<file path="config.mk">
export PLATFORM = sky130hd
export DESIGN_NAME = ofmap_collector
export DESIGN_NICKNAME = d
export VERILOG_FILES = /design/src/rtl/ofmap_collector.sv
export SDC_FILE = /design/constraint.sdc
export NUM_CORES = 2
export LEC_CHECK = 0
export BUFFER_PORTS_ARGS = -buffer_cell sky130_fd_sc_hd__buf_2
export CORE_ASPECT_RATIO = 0.8
export CORE_UTILIZATION = 25
export CTS_CLUSTER_DIAMETER = 120
export DETAILED_ROUTE_END_ITERATION = 8
export GPL_TIMING_DRIVEN = 0
export SLEW_MARGIN = 20
export SYNTH_ARGS = -nofsm -noshare
export SYNTH_HDL_FRONTEND = slang
export SYNTH_SLANG_ARGS = --single-unit
export TNS_END_PERCENT = 10
</file>
<file path="constraint.sdc">
create_clock -name clk -period 3.26 [get_ports clk]
set_clock_uncertainty 0.1 [all_clocks]
set_input_delay 0.652 -clock clk [delete_from_list [all_inputs] [get_ports clk]]
set_output_delay 0.652 -clock clk [all_outputs]
set_load 0.01 [all_outputs]
</file>
<file path="src/rtl/ofmap_collector.sv">
// Output-stage collector: sums row-end PE results per output index, then drains the ofmap.
// Define SPIKE_OUT_EN to emit a thresholded spike bit instead of the raw sum.
module ofmap_collector #(
  parameter int WIDTH_PKT  = 32,
  parameter int WIDTH_DATA = 13,
  parameter int NUM_ROWS   = 5,
  parameter int DEPTH_R    = 21,
  parameter int THRESHOLD  = 16
) (
  input  logic                  clk,
  input  logic                  rst,
  input  logic [WIDTH_PKT-1:0]  pkt_in,
  input  logic                  pkt_valid,
  output logic                  pkt_ready,
  output logic [WIDTH_DATA+2:0] out_data,
  output logic [4:0]            out_idx,
  output logic                  out_valid,
  input  logic                  out_ready,
  output logic                  frame_done,
  output logic                  pkt_err
);

  localparam int AccW  = WIDTH_DATA + 3;
  localparam int Total = NUM_ROWS * DEPTH_R;
  localparam int TotW  = $clog2(Total + 1);

  typedef enum logic {StCollect, StDrain} state_e;

  state_e          state_q, state_d;
  logic            run_q;
  logic [AccW-1:0] acc_q [DEPTH_R];
  logic [AccW-1:0] acc_d [DEPTH_R];
  // One bit wider than an index so a row that has filled all 32 slots still reads as full.
  logic [5:0]      wptr_q [NUM_ROWS];
  logic [5:0]      wptr_d [NUM_ROWS];
  logic [TotW-1:0] total_q, total_d;
  logic [4:0]      idx_q, idx_d;
  logic            frame_done_q, frame_done_d;
  logic            pkt_err_q, pkt_err_d;

  logic [2:0]            pkt_type;
  logic [4:0]            src_y;
  logic [WIDTH_DATA-1:0] pkt_data;
  logic                  row_ok;
  logic [5:0]            cur_wptr;
  logic                  pkt_ok;
  logic [AccW-1:0]       drain_acc;

  assign pkt_type = pkt_in[WIDTH_PKT-1 -: 3];
  assign src_y    = pkt_in[20:16];
  assign pkt_data = pkt_in[WIDTH_DATA-1:0];

  always_comb begin
    row_ok   = 1'b0;
    cur_wptr = '0;
    for (int r = 0; r < NUM_ROWS; r++) begin
      if (src_y == 5'(r)) begin
        row_ok   = 1'b1;
        cur_wptr = wptr_q[r];
      end
    end
    pkt_ok = (pkt_type == 3'b011) && row_ok && (cur_wptr < 6'(DEPTH_R));
  end

  always_comb begin
    drain_acc = '0;
    for (int i = 0; i < DEPTH_R; i++) begin
      if (idx_q == 5'(i)) drain_acc = acc_q[i];
    end
  end

  always_comb begin
    state_d      = state_q;
    acc_d        = acc_q;
    wptr_d       = wptr_q;
    total_d      = total_q;
    idx_d        = idx_q;
    frame_done_d = 1'b0;
    pkt_err_d    = 1'b0;
    pkt_ready    = 1'b0;
    out_valid    = 1'b0;
    unique case (state_q)
      StCollect: begin
        pkt_ready = run_q;
        if (pkt_valid && run_q) begin
          if (pkt_ok) begin
            for (int i = 0; i < DEPTH_R; i++) begin
              if (cur_wptr == 6'(i)) acc_d[i] = acc_q[i] + AccW'(pkt_data);
            end
            for (int r = 0; r < NUM_ROWS; r++) begin
              if (src_y == 5'(r)) wptr_d[r] = wptr_q[r] + 6'd1;
            end
            total_d = total_q + TotW'(1);
            if (total_q == TotW'(Total - 1)) begin
              state_d = StDrain;
              idx_d   = '0;
            end
          end else begin
            pkt_err_d = 1'b1;
          end
        end
      end
      StDrain: begin
        out_valid = 1'b1;
        if (out_ready) begin
          if (idx_q == 5'(DEPTH_R - 1)) begin
            for (int i = 0; i < DEPTH_R; i++) acc_d[i] = '0;
            for (int r = 0; r < NUM_ROWS; r++) wptr_d[r] = '0;
            total_d      = '0;
            idx_d        = '0;
            frame_done_d = 1'b1;
            state_d      = StCollect;
          end else begin
            idx_d = idx_q + 5'd1;
          end
        end
      end
    endcase
  end

`ifdef SPIKE_OUT_EN
  assign out_data = out_valid ? {{(AccW-1){1'b0}}, (drain_acc >= AccW'(THRESHOLD))} : '0;
`else
  assign out_data = out_valid ? drain_acc : '0;
`endif
  assign out_idx    = idx_q;
  assign frame_done = frame_done_q;
  assign pkt_err    = pkt_err_q;

  always_ff @(posedge clk) begin
    if (rst) begin
      state_q      <= StCollect;
      run_q        <= 1'b0;
      for (int i = 0; i < DEPTH_R; i++) acc_q[i] <= '0;
      for (int r = 0; r < NUM_ROWS; r++) wptr_q[r] <= '0;
      total_q      <= '0;
      idx_q        <= '0;
      frame_done_q <= 1'b0;
      pkt_err_q    <= 1'b0;
    end else begin
      state_q      <= state_d;
      run_q        <= 1'b1;
      for (int i = 0; i < DEPTH_R; i++) acc_q[i] <= acc_d[i];
      for (int r = 0; r < NUM_ROWS; r++) wptr_q[r] <= wptr_d[r];
      total_q      <= total_d;
      idx_q        <= idx_d;
      frame_done_q <= frame_done_d;
      pkt_err_q    <= pkt_err_d;
    end
  end

endmodule

</file>
# [Yosys cells after proc, flatten, opt, wreduce, memory -nomap -nowiden]
# Cells that the tools add are included.
[classes] n_addsub=28 mul=0 div_mod_pow=0 magnitude_cmp=1 n_eq_ne=77 n_shift=0 n_mux=90 n_bitwise=3 reduce_logical=36
[ops] operator="2-to-1 mux 336 bit" count=4
[ops] operator="2-to-1 mux 16 bit" count=43
[ops] operator="one-hot mux 336 bit (2 select lines)" count=1
[ops] operator="adder 16 x 13 -> 16 bit" count=21
[ops] operator="AND reduction 5 bit" count=26
[ops] operator="2-to-1 mux 30 bit" count=4
[ops] operator="2-to-1 mux 6 bit" count=10
[ops] operator="!= test 2 bit, second input constant" count=30
[ops] operator="one-hot mux 30 bit (2 select lines)" count=1
[ops] operator="== test 6 x 4 -> 1 bit, second input constant" count=8
[ops] operator="== test 5 x 4 -> 1 bit, second input constant" count=8
[ops] operator="adder 6 x 1 -> 6 bit, second input constant" count=5
[ops] operator="== test 6 x 5 -> 1 bit, second input constant" count=5
[ops] operator="2-to-1 mux 7 bit" count=4
[ops] operator="== test 5 x 3 -> 1 bit, second input constant" count=5
[ops] operator="== test 5 bit, second input constant" count=5
[ops] operator="2-to-1 mux 5 bit" count=5
[ops] operator="== test 6 x 3 -> 1 bit, second input constant" count=4
[ops] operator="== test 5 x 2 -> 1 bit, second input constant" count=4
[ops] operator="2-to-1 mux 1 bit" count=15
[ops] operator="one-hot mux 7 bit (2 select lines)" count=1
[ops] operator="== test 6 x 2 -> 1 bit, second input constant" count=2
[ops] operator="== test 5 x 1 -> 1 bit, second input constant" count=2
[ops] operator="logical NOT 5 bit" count=2
[ops] operator="other kinds (14)" count=20
[word_totals] register_bits=382 latchBits=0 ramBits=0 rom_bits=0 in_bits=36 out_inout_bits=25 wordCells=267 memories=0

# [Logic depth before layout (Yosys ltp)]
[depth] depth_word=23 mapped_depth=14 depth_no_buf=10

# [Worst setup path before layout]
# OpenSTA, ideal clock, no wires.
[synth_path] kind="flip-flop to output port" start="register idx_q[2] (netlist: out_idx[2])" end="output out_data[0]" t_arrival_ns=2.860 t_required_ns=2.508 setup_slack_ns=-0.352 path_stages_with_launch=13 path_cell_list="dfxtp_1 -> clkbuf_1 -> clkbuf_1 -> clkbuf_1 -> and3_1 -> ha_1 -> clkbuf_1 -> inv_1 -> and3_1 -> a2111oi_0 -> o21ai_0 -> a221oi_1 -> o31ai_1"
[synth_via] elab_chain_cells=23
[synth_lines] item="start, declared" line="37" rtl="logic [4:0] idx_q, idx_d;"
[synth_lines] item="start signal, assigned" line="146" rtl="idx_q <= idx_d;"
[synth_lines] item="logical NOT 5 bit" line="68" rtl="if (idx_q == 5'(i)) drain_acc = acc_q[i];"
[synth_lines] item="2-to-1 mux 16 bit (20 in series)" line="68"
[synth_lines] item="2-to-1 mux 16 bit (*)" line="68"
[synth_lines] item="2-to-1 mux 16 bit (*)" line="124" rtl="assign out_data = out_valid ? drain_acc : '0;"
[synth_lines] item="end, declared" line="15" rtl="output logic [WIDTH_DATA+2:0] out_data,"
# Mark *: on every way between the ends. The rest lies on a longest branch, timed or not.

# [Final worst setup path]
[layout_path] start="register idx_q[3] (netlist: out_idx[3])" end="output out_data[3]"
# Same word-level chain as after synthesis.

==> reports/qor.yml <==
status: "complete, but fails checks"
violations: "design-rule violations, negative setup slack"
clockPowerShare: 0.489
critical_path_buf_inv_count: 4
async_flop_share: 0
synth_top_area_cell: "dfxtp_1"
drt-pass1-iter-count: 9
rsz0062_at_grt: "yes"
syn-instance-count: 3723
synth_top_cells_by_count: "384 x nor2_1, 382 x dfxtp_1, 360 x a21oi_1"
wl_per_cell_um: 24.57
netlist_area_mm2: 0.02987
synth_edf_count: 0
routed_wl_mm: 135.6
multiInputGateArea_mm2: 0.02362
antennaDiodeCount: 0
vias: 32160
power.density_mw_per_mm2: 290.0
grt_pass1_wl_mm: 193.4
numPortBuffers: 49
die_x_um: 388.5
p_int_uw: 8026
cts_tree: "built"
vdd_drop_max_mv: 0.3530
final_hold_viol_count: 0
fin_crit_ns: 4.301
synthXorXnorAreaFrac: 0.06803
yosysSeqAreaShare: 0.2560
synth_most_common_cell: "nor2_1"
seq_power_share: 0.421
fill_cells: 12230
cts_buffers: 45
ctsLongestPathBuffers: 3
yosysWarnings: 0
crit_path_frequent_cell: "clkbuf_8"
synthTopCellsByArea: "dfxtp_1 26%, ha_1 12%, a21oi_1 6.0%"
endpoint_kind: "output pin"
final_antenna_net_count: 0
fin_util: 0.3219
cpPeakStageDelay_ns: 0.41
cts_hold_buf: 0
fin_hold_ws_ns: 0.2963
io_pins: 61
die-area_mm2: 0.1209
gr-usage-all-layers: 0.2117
synth_top_family_by_area: "compound AO/OA/AOI/OAI gates"
path_cells: "clkbuf_8, clkbuf_8, nand4bb_2, clkbuf_8, o21ai_1, a31oi_1, a21oi_2, o41ai_4, o2111ai_2, a21oi_2, buf_2"
start_util: 0.2518
slew_headroom: 0.1647
cp.required_ns: 2.51
leakage_uw: 0.01477
critPathLaunchType: "flip-flop"
critical_path.top_delay_family: "compound AO/OA/AOI/OAI gates"
first_iter_violations: 3919
synth_area_per_cell_um2: 8.023
yosys.area_share.simple: 0.2180
slowest_stage: "dfxtp_4"
worst_slack_ns: -1.041
holdCritPathClass: "in2reg"
cp_data_arrival_time_ns: 3.55
nets: 4272
slew_viol_final: 0
grt_pass1_vias: 28600
grt_overflow: 0
drc: 1
ys.flop_type: "dfxtp_1"
syn-num-nets: 4065
grt_start_max_net_pins: 24
rows: 113
die_h_um: 311.2
ctsRootBufferMaster: "clkbuf_16"
synth_compound_area_frac: 0.2847
worstSetupPathType: "reg2out"
ys_ff_latch: 382
area_growth_syn_to_layout_pct: 27.82
finalSetupViolCount: 256
globalplace.congestion: 1.036
max_freq_mhz: 232.5
clkTransAtPathRegs_ns: 0.07
core_mm2: 0.1186
grt_antenna_before_repair: 5
fin_crit_sh: 1.319
worstMarginPinSlew_ns: 1.253
regArea_mm2: 0.007667
clk-insertion-delay-late_ns: 0.63
cp_max_fo: 10
viasPerCell: 5.829
synth_adder_area_share: 0.1335
clkSinkCount: 382
h-tree-depth: 2
power_switching_share: 0.2751
hpwl_mm: 97.11
pwr-share-comb: 0.090
drive_above_1_share: 0.1909
muxShareOfSynthArea: 0.009090
cap_viol_max_count: 0
net-switching-power_uw: 3046
netlist.area_leader.share: 0.2560
synth.distinct_cells: 84
per-stage QoR:
step                      setup TNS [ns]  instances  area [µm²]  power, µW  setup slack (ns)
after CTS                         -34.38       5478       36710      11030           -0.9264
after floorplan                   -22.91       3723       29990       5333           -0.2016
after global routing              -42.83       5518       38180      11320            -1.002
after global placement           -561.29       5324       32180       5675            -2.691
after detailed placement         -488.61       5326       32220       5692            -2.461
final                             -36.59       5518       38180      11070            -1.041
cell type report:
cell class                 count  share of cell area
sequential                   382              0.2008
multi-input combinational   3111              0.6187
inverter                      56            0.005833
clock buffer                  70             0.03595
buffer                       165             0.04391
tap                         1552             0.05086
timing repair buffer         169             0.04060
clock inverter                13            0.003277
state kept, by name, summed over array words and instances, names as in the netlist:
signal	flops
out_idx	5
state_q	1
pkt_err	1
frame_done	1
total_q	7
wptr_q	30
acc_q	336
run_q	1
worst register-to-register path: cells and delay by family, from the launching register on:
family | cells | cell delay (ns)
flops | 1 | 0.31
compound gates | 3 | 0.85
simple gates | 4 | 1.97
buf+inv | 1 | 0.15
final timing paths:
check	startpoint	endpoint	slack [ns]	depth (start not counted)
max	out_idx[3]$_SDFFE_PP0P_	out_data[3]	-1.04	11
min	pkt_in[20]	wptr_q[25]$_SDFFE_PP0P_	0.30	4
max reg2reg	wptr_q[17]$_SDFFE_PP0P_	acc_q[238]$_SDFFE_PP0P_	-0.20	8
min reg2reg	acc_q[98]$_SDFFE_PP0P_	acc_q[98]$_SDFFE_PP0P_	0.38	2
routing by layer:
metal	share of wire	GRT usage	wire, µm	up-vias
met5	0.00091	0	124	-
met4	0.039	0.07231	5344	5
met3	0.13	0.06461	16990	326
met2	0.39	0.2887	52520	1781
met1	0.45	0.3084	60590	15530
li1	-	-	-	14520
cells in the final DEF, fill, tap and decap left out, types with 21 or more instances in the layout:
cell type and instances:
a211oi_1 62, a21o_1 90, a21oi_1 302, a21oi_2 49, a22o_1 104, a22oi_1 44, a31oi_1 44, and3_1 29
buf_2 38, buf_4 91, buf_6 41, clkbuf_1 53, clkbuf_16 70, clkbuf_2 24, clkbuf_4 22, clkbuf_8 25
dfxtp_1 376, fa_1 21, ha_1 280, inv_1 51, mux2i_1 26, nand2_1 282, nand2b_1 30, nand3_1 71
nand3b_1 24, nor2_1 350, nor3_1 113, o211ai_1 25, o21a_1 55, o21ai_0 140, o21bai_1 30, or3_1 110
or3_4 21, or4_1 27, xnor2_1 133, xor2_1 99
power groups by stage:
stage / Clock [µW] / Combinational (µW) / Sequential [µW]
after floorplan: 0 / 560 / 4770
final: 5410 / 999 / 4660
after global placement: 0 / 901 / 4770
after CTS: 5420 / 944 / 4660
after detailed placement: 0 / 918 / 4770
after global routing: 5590 / 1070 / 4660
cell families (layout without fill, tap and decap cells):
logic type | Yosys count | in the layout
AND/OR/NAND/NOR | 1286 | 1286
AO/OA/AOI/OAI | 1260 | 1260
flip-flops | 382 | 382
adder cells (fa/ha/maj) | 306 | 306
XOR/XNOR | 232 | 232
buffers and inverters | 230 | 473
multiplexers | 27 | 27
timing repair:
action	CTS	global route
gates resized for setup	570	276
endpoints found under the hold margin	0	0
pin swaps	105	127
setup buffers	72	35
endpoints found under the setup margin	396	376
gates cloned	5	6
Power figures use the tool's default switching activity.
